[config.mk]
export PLATFORM = sky130hd
export DESIGN_NAME = approx_product_accumulator
export DESIGN_NICKNAME = d
export VERILOG_FILES = /design/src/rtl/approx_product_accumulator.sv
export SDC_FILE = /design/constraint.sdc
export NUM_CORES = 1
export LEC_CHECK = 0
export ABC_AREA = 0
export CAP_MARGIN = 10
export CORE_UTILIZATION = 58
export CTS_CLUSTER_SIZE = 30
export DETAILED_ROUTE_END_ITERATION = 12
export MAX_ROUTING_LAYER = met4
export PLACE_DENSITY = 0.95
export SYNTH_ARGS = -nofsm -noshare
export SYNTH_HDL_FRONTEND = slang
export SYNTH_SLANG_ARGS = --single-unit
[constraint.sdc]
create_clock -name clk -period 3.4 [get_ports clk]
set_input_delay 0.68 -clock clk [delete_from_list [all_inputs] [get_ports clk]]
set_output_delay 0.68 -clock clk [all_outputs]
set_load 0.05 [all_outputs]
[src/rtl/approx_product_accumulator.sv]
// Sums N_ACC approximate products per block with saturation; flush emits a partial block early.
// Latency: one cycle from the completing accept to acc_valid. Backpressure: in_ready = en, and products offered while en is low are dropped.
module approx_product_accumulator #(
   parameter int N_ACC = 4,
   parameter int ACC_W = 12
) (
   input  logic             clk,
   input  logic             rst,
   input  logic             en,
   input  logic [7:0]       prod_in,
   input  logic             prod_valid,
   input  logic             flush,
   output logic             in_ready,
   output logic [ACC_W-1:0] acc_out,
   output logic             acc_valid,
   output logic [7:0]       acc_cnt,
   output logic             sat,
   output logic             busy
);

   typedef enum logic {IDLE, ACCUM} state_t;

   localparam logic [7:0]       N_ACC_C = 8'(N_ACC);
   localparam logic [ACC_W-1:0] SUM_MAX = '1;

   state_t           state_q, state_d;
   logic [ACC_W-1:0] sum_q, sum_d;
   logic [7:0]       cnt_q, cnt_d;
   logic             sticky_q, sticky_d;
   logic [ACC_W-1:0] acc_out_q, acc_out_d;
   logic [7:0]       acc_cnt_q, acc_cnt_d;
   logic             sat_q, sat_d;
   logic             acc_valid_q, acc_valid_d;

   logic             accept;
   logic             done;
   logic [ACC_W:0]   add_ext;
   logic [ACC_W-1:0] add_sum;

   assign in_ready  = en;
   assign accept    = prod_valid & en;
   assign busy      = (state_q == ACCUM);
   assign acc_out   = acc_out_q;
   assign acc_cnt   = acc_cnt_q;
   assign sat       = sat_q;
   assign acc_valid = acc_valid_q;

   // Extra carry bit flags overflow; the sum then clamps to all-ones.
   assign add_ext = {1'b0, sum_q} + (ACC_W+1)'(prod_in);
   assign add_sum = add_ext[ACC_W] ? SUM_MAX : add_ext[ACC_W-1:0];

   always_comb begin
      state_d     = state_q;
      sum_d       = sum_q;
      cnt_d       = cnt_q;
      sticky_d    = sticky_q;
      acc_out_d   = acc_out_q;
      acc_cnt_d   = acc_cnt_q;
      sat_d       = sat_q;
      acc_valid_d = 1'b0;
      done        = 1'b0;

      if (en) begin
         case (state_q)
            IDLE: begin
               if (accept) begin
                  sum_d    = ACC_W'(prod_in);
                  cnt_d    = 8'd1;
                  sticky_d = 1'b0;
                  state_d  = ACCUM;
                  done     = (N_ACC_C == 8'd1);
               end
            end
            ACCUM: begin
               if (accept) begin
                  sum_d    = add_sum;
                  cnt_d    = cnt_q + 8'd1;
                  sticky_d = sticky_q | add_ext[ACC_W];
                  done     = (cnt_d == N_ACC_C) | flush;
               end else if (flush) begin
                  done = 1'b1;
               end
            end
            default: state_d = IDLE;
         endcase
      end

      // Publish the block and clear the running state so the next accept starts fresh.
      if (done) begin
         acc_out_d   = sum_d;
         acc_cnt_d   = cnt_d;
         sat_d       = sticky_d;
         acc_valid_d = 1'b1;
         state_d     = IDLE;
         sum_d       = '0;
         cnt_d       = 8'd0;
         sticky_d    = 1'b0;
      end
   end

   always_ff @(posedge clk or negedge rst) begin
      if (!rst) begin
         state_q     <= IDLE;
         sum_q       <= '0;
         cnt_q       <= 8'd0;
         sticky_q    <= 1'b0;
         acc_out_q   <= '0;
         acc_cnt_q   <= 8'd0;
         sat_q       <= 1'b0;
         acc_valid_q <= 1'b0;
      end else begin
         state_q     <= state_d;
         sum_q       <= sum_d;
         cnt_q       <= cnt_d;
         sticky_q    <= sticky_d;
         acc_out_q   <= acc_out_d;
         acc_cnt_q   <= acc_cnt_d;
         sat_q       <= sat_d;
         acc_valid_q <= acc_valid_d;
      end
   end

endmodule

* Word level (Yosys, flattened, before mapping)
Cells that the tools add are included.
Cells by class: eq/ne operators 1, $add $sub $neg 2, muxes and demuxes 25, reduce and logical (&&, ||, !) cells 1, bitwise operators 4
Operator list (count):
- $mux 12 | 5
- $mux 8 | 4
- $pmux 12 s2 | 1
- $pmux 8 s2 | 1
- $add 12x8->13 | 1
- $mux 1 | 12
- $add 8x1->8 const B | 1
- $eq 8x3->1 const B | 1
- $pmux 1 s2 | 2
- $or 1x1->1 | 2
- $reduce_bool 2->1 | 1
- $and 1x1->1 | 1
- $not 1->1 | 1
Word-level totals: output and inout bits 24, logic and storage cells 41, bits of input ports 13, register bits after elaboration 44

* Logic depth before layout (Yosys ltp)
depth after elaboration 7, depth in mapped cells 8, mapped depth without buffers 7

* Least setup slack after synthesis
No wires, ideal clock.
path kind input-to-reg, start point in prod_in[0], end point reg acc_out_q[8] (netlist: acc_out[8]), library setup time 0.135 ns, path slack 1.022 ns, cell stages on the path 7, required time 3.265 ns, arrival 2.242 ns, path buffers 0, cells stage by stage ha_1 fa_1 a211oi_1 o21ai_0 a31oi_1 mux2i_1 o21ai_0
On the way: word-level cells in the longest chain between the ends 5
RTL lines:
- start: declaration | line 10 | input logic [7:0] prod_in,
- $add 12x8->13 | line 49 | assign add_ext = {1'b0, sum_q} + (ACC_W+1)'(prod_in);
- $mux 12 | line 50 | assign add_sum = add_ext[ACC_W] ? SUM_MAX : add_ext[ACC_W-1:0];
- $mux 12 | line 75 | if (accept) begin
- $pmux 12 s2 | line 64 | case (state_q)
- $mux 12 | line 63 | if (en) begin
- end signal: assignment | line 116 | acc_out_q <= acc_out_d;
- end: declaration | line 30 | logic [ACC_W-1:0] acc_out_q, acc_out_d;
Every way passes these cells. A chain may end at the register's enable or synchronous reset.

* Worst setup path after layout
start point in en, end point out in_ready
RTL lines:
- start: declaration | line 9 | input logic en,
- end: declaration | line 13 | output logic in_ready,
No word-level cell between the ends.

==> results.py <==
metrics = {
    "sta": {
        "fmax_ghz": 0.362,
        "setup_viol": 0,
        "finalSetupTns_ps": 0,
        "skew_ps": 5.15,
        "period_minus_slack_ps": 2760,
        "rsz0062_at_grt": "false",
        "fin_crit_sh": 0.813,
        "tightestPinTransition_ps": 949,
        "slew_headroom": 0.367,
        "fin_ws_ps": 637,
        "hold_violations": 0,
        "final_max_slew_viol_count": 0,
    },
    "min_path": {
        "min_path_type": "reg -> reg",
        "holdPathEnd": "acc_cnt[5]",
        "hold_depth": 2,
        "min_from": "acc_cnt[5]",
    },
    "setup_path": {
        "cpMostUsedCell": "clkdlybuf4s50_1",
        "required_ps": 2720,
        "rr_startpoint": "busy",
        "cp-end-kind": "output pin",
        "worst-path-buf-inv": 3,
        "cp_cell_sequence": "clkdlybuf4s50_1, buf_4, clkdlybuf4s50_1",
        "slowest_stage": "clkdlybuf4s50_1",
        "worstPathArrival_ps": 2080,
        "start_kind": "primary input",
        "reg2reg_slack_ps": 1030,
        "cp_max_fo": 8,
        "r2r_cells": 4,
        "crit_type": "in -> out",
        "crit_family": "buffers and inverters",
        "max_stage_delay_ps": 810,
        "regToRegEndpoint": "acc_out[5]",
    },
    "outcome": {
        "status": "complete, no violations",
    },
    "global_route": {
        "antenna_found_initial": 0,
        "overflow": 0,
        "grt_max_degree": 45,
        "gr-usage-all-layers": 0.283,
        "grt_pass1_vias": 1954,
        "grt_pass1_wl_um": 8970,
    },
    "logic_synthesis": {
        "ys_warn_count": 0,
        "synth.distinct_cells": 42,
        "synth_fp_nets": 281,
        "synth_largest_area_cell": "dfrtp_1",
        "ys_top_cells_by_count": "dfrtp_1, nor2_1, nand2_1",
        "async_flop_share": 1.00,
        "avgSynthCellArea_sq_um": 9.22,
        "syn_inst": 257,
        "synth_seq_cells": 44,
        "yosysSeqAreaShare": 0.465,
        "ys.flop_type": "dfrtp_1",
        "netlist_top_cells_area": "dfrtp_1, o21ai_0, nor2_1",
        "synth_edf_count": 0,
        "yosysMostFrequentCell": "dfrtp_1",
        "synth_top_cell_area_share": 0.465,
        "syn_area_sq_mm": 0.00237,
    },
    "clock_tree": {
        "clk_latency_ps": 300,
        "cts_root_buf": "clkbuf_8",
        "htree_levels": 2,
        "ctsResizeCount": 0,
        "cts.sinks": 44,
        "cts_tree": "yes",
        "cts_inserted_buffers": 5,
        "clk_path_buf_depth": 2,
        "cts_setup_buffers": 0,
        "path_clk_slew_ps": 80,
        "cts_hold_buffers": 0,
    },
    "place": {
        "place_hpwl_um": 3750,
        "dp_slack_ps": 410,
        "port_buffers": 36,
        "gp_congestion": 0.946,
    },
    "cells_and_area": {
        "diodes": 0,
        "multi_input_area_sq_mm": 0.00119,
        "nNetsFinal": 317,
        "layout-drive-gt1-share": 0.0680,
        "n_fill_cell": 275,
        "register_area_sq_mm": 0.00110,
        "area_growth_pct": 21.4,
    },
    "power": {
        "ir_drop_uv": 497,
        "leakagePower_nw": 1.30,
        "powerDensity_mw_per_mm2": 734,
    },
    "routing": {
        "drc": 0,
        "vias_per_cell": 6.06,
        "detail-route-antenna-nets": 0,
        "routed_wl_um": 5300,
        "routedWlPerCell_um": 15.5,
        "detail_route.first_pass.iterations": 4,
        "drt_iter0_drc": 167,
        "vias": 2071,
    },
    "floorplanning": {
        "die_area_sq_mm": 0.00434,
        "num_rows": 22,
        "io_pins": 37,
        "fp.dieH_um": 65.9,
        "fp.dieW_um": 65.9,
        "design.core.area_sq_mm": 0.00380,
        "start_util": 0.624,
    },
    "run": {
        "drv_cap": 0,
    },
}
[worst register-to-register path: stages (launching register included)]
cell      delay, ps
dfrtp_1         740
clkinv_1        490
nor2_1          590
o21ai_0         260
a31oi_1         210
[cell type report]
type / instances / area share
clock buffer: 6 / 0.0287
tap: 48 / 0.0209
timing repair buffer: 40 / 0.134
multi-input combinational: 198 / 0.415
inverter: 4 / 0.00522
sequential: 44 / 0.383
clock inverter: 2 / 0.0135
[per-stage QoR]
stage                     instances  power [mW]  utilization  hold WS [ps]  instance area [sq um]
after floorplan                 257        1.42            -           384                   2370
after CTS                       342        2.12        0.757           495                   2880
after global placement          334        1.68        0.725           460                   2760
after global routing            342        2.24        0.757           511                   2880
after detailed placement        334        1.70        0.725           474                   2760
final                           342        2.11        0.757           487                   2880
[cells by family (layout without fill, tap and decap cells)]
logic type | Yosys count | after routing | share of synthesized area
buffers and inverters | 15 | 52 | 0.0312
muxes | 10 | 10 | 0.0433
xor gates and xnor gates | 6 | 6 | 0.0222
AOI/OAI and AO/OA | 80 | 80 | 0.205
adders and majority gates | 11 | 11 | 0.0613
DFF | 44 | 44 | 0.465
and+or+nand+nor | 91 | 91 | 0.172
[flip-flops by register name, indices dropped and copies added (netlist names)]
name and count:
busy 1, cnt_q 8, sum_q 12, acc_valid 1, sat 1, sticky_q 1
acc_out 12, acc_cnt 8
[metal layers]
| metal | vias up | GRT usage | part of all wire |
|---|---|---|---|
| li1 | 994 | - | - |
| met1 | 991 | 0.374 | 0.46 |
| met2 | 76 | 0.441 | 0.47 |
| met3 | 10 | 0.0552 | 0.058 |
| met4 | 0 | 0.0842 | 0.014 |
| met5 | - | - | 0 |
[how the worst max path moves through the flow]
stage / startpoint / to / slack (ps) / depth (start not counted)
4_1_cts: en / in_ready / 640 / 3
3_3_place_gp: prod_in[0] / acc_out[8] / 450 / 8
5_1_grt: prod_in[0] / acc_out[2] / 570 / 8
3_5_place_dp: prod_in[0] / acc_out[0] / 410 / 8
6_report: en / in_ready / 640 / 3
2_1_floorplan: prod_in[0] / acc_out[8] / 1020 / 7
[cell usage in the layout (no fill, tap or decap), types with 2 or more instances in the layout]
cell type | netlist | final
a21oi_1 | 18 | 18
clkbuf_8 | 0 | 6
o211ai_1 | 4 | 4
ha_1 | 10 | 10
mux2_2 | 2 | 2
nor3_1 | 4 | 4
a22oi_1 | 4 | 4
and3_1 | 4 | 4
dfrtp_1 | 44 | 44
a21o_1 | 5 | 5
nand2_1 | 30 | 30
a31oi_1 | 6 | 6
clkdlybuf4s50_1 | 0 | 35
xor2_1 | 2 | 2
buf_4 | 3 | 4
mux2i_1 | 8 | 8
o21ai_0 | 28 | 28
nand3_1 | 7 | 7
inv_2 | 2 | 2
nor4_1 | 2 | 2
xnor2_1 | 4 | 4
nor2_1 | 34 | 34
a211oi_1 | 8 | 8
nand2b_1 | 2 | 2
[power by group]
part / leakage, nW / total, mW / internal, mW / switching [mW]
clock network: 0.0614 / 0.416 / 0.240 / 0.176
logic: 0.662 / 0.934 / 0.343 / 0.591
registers: 0.573 / 0.762 / 0.651 / 0.110
No activity file was read; power rests on OpenSTA's default activity.
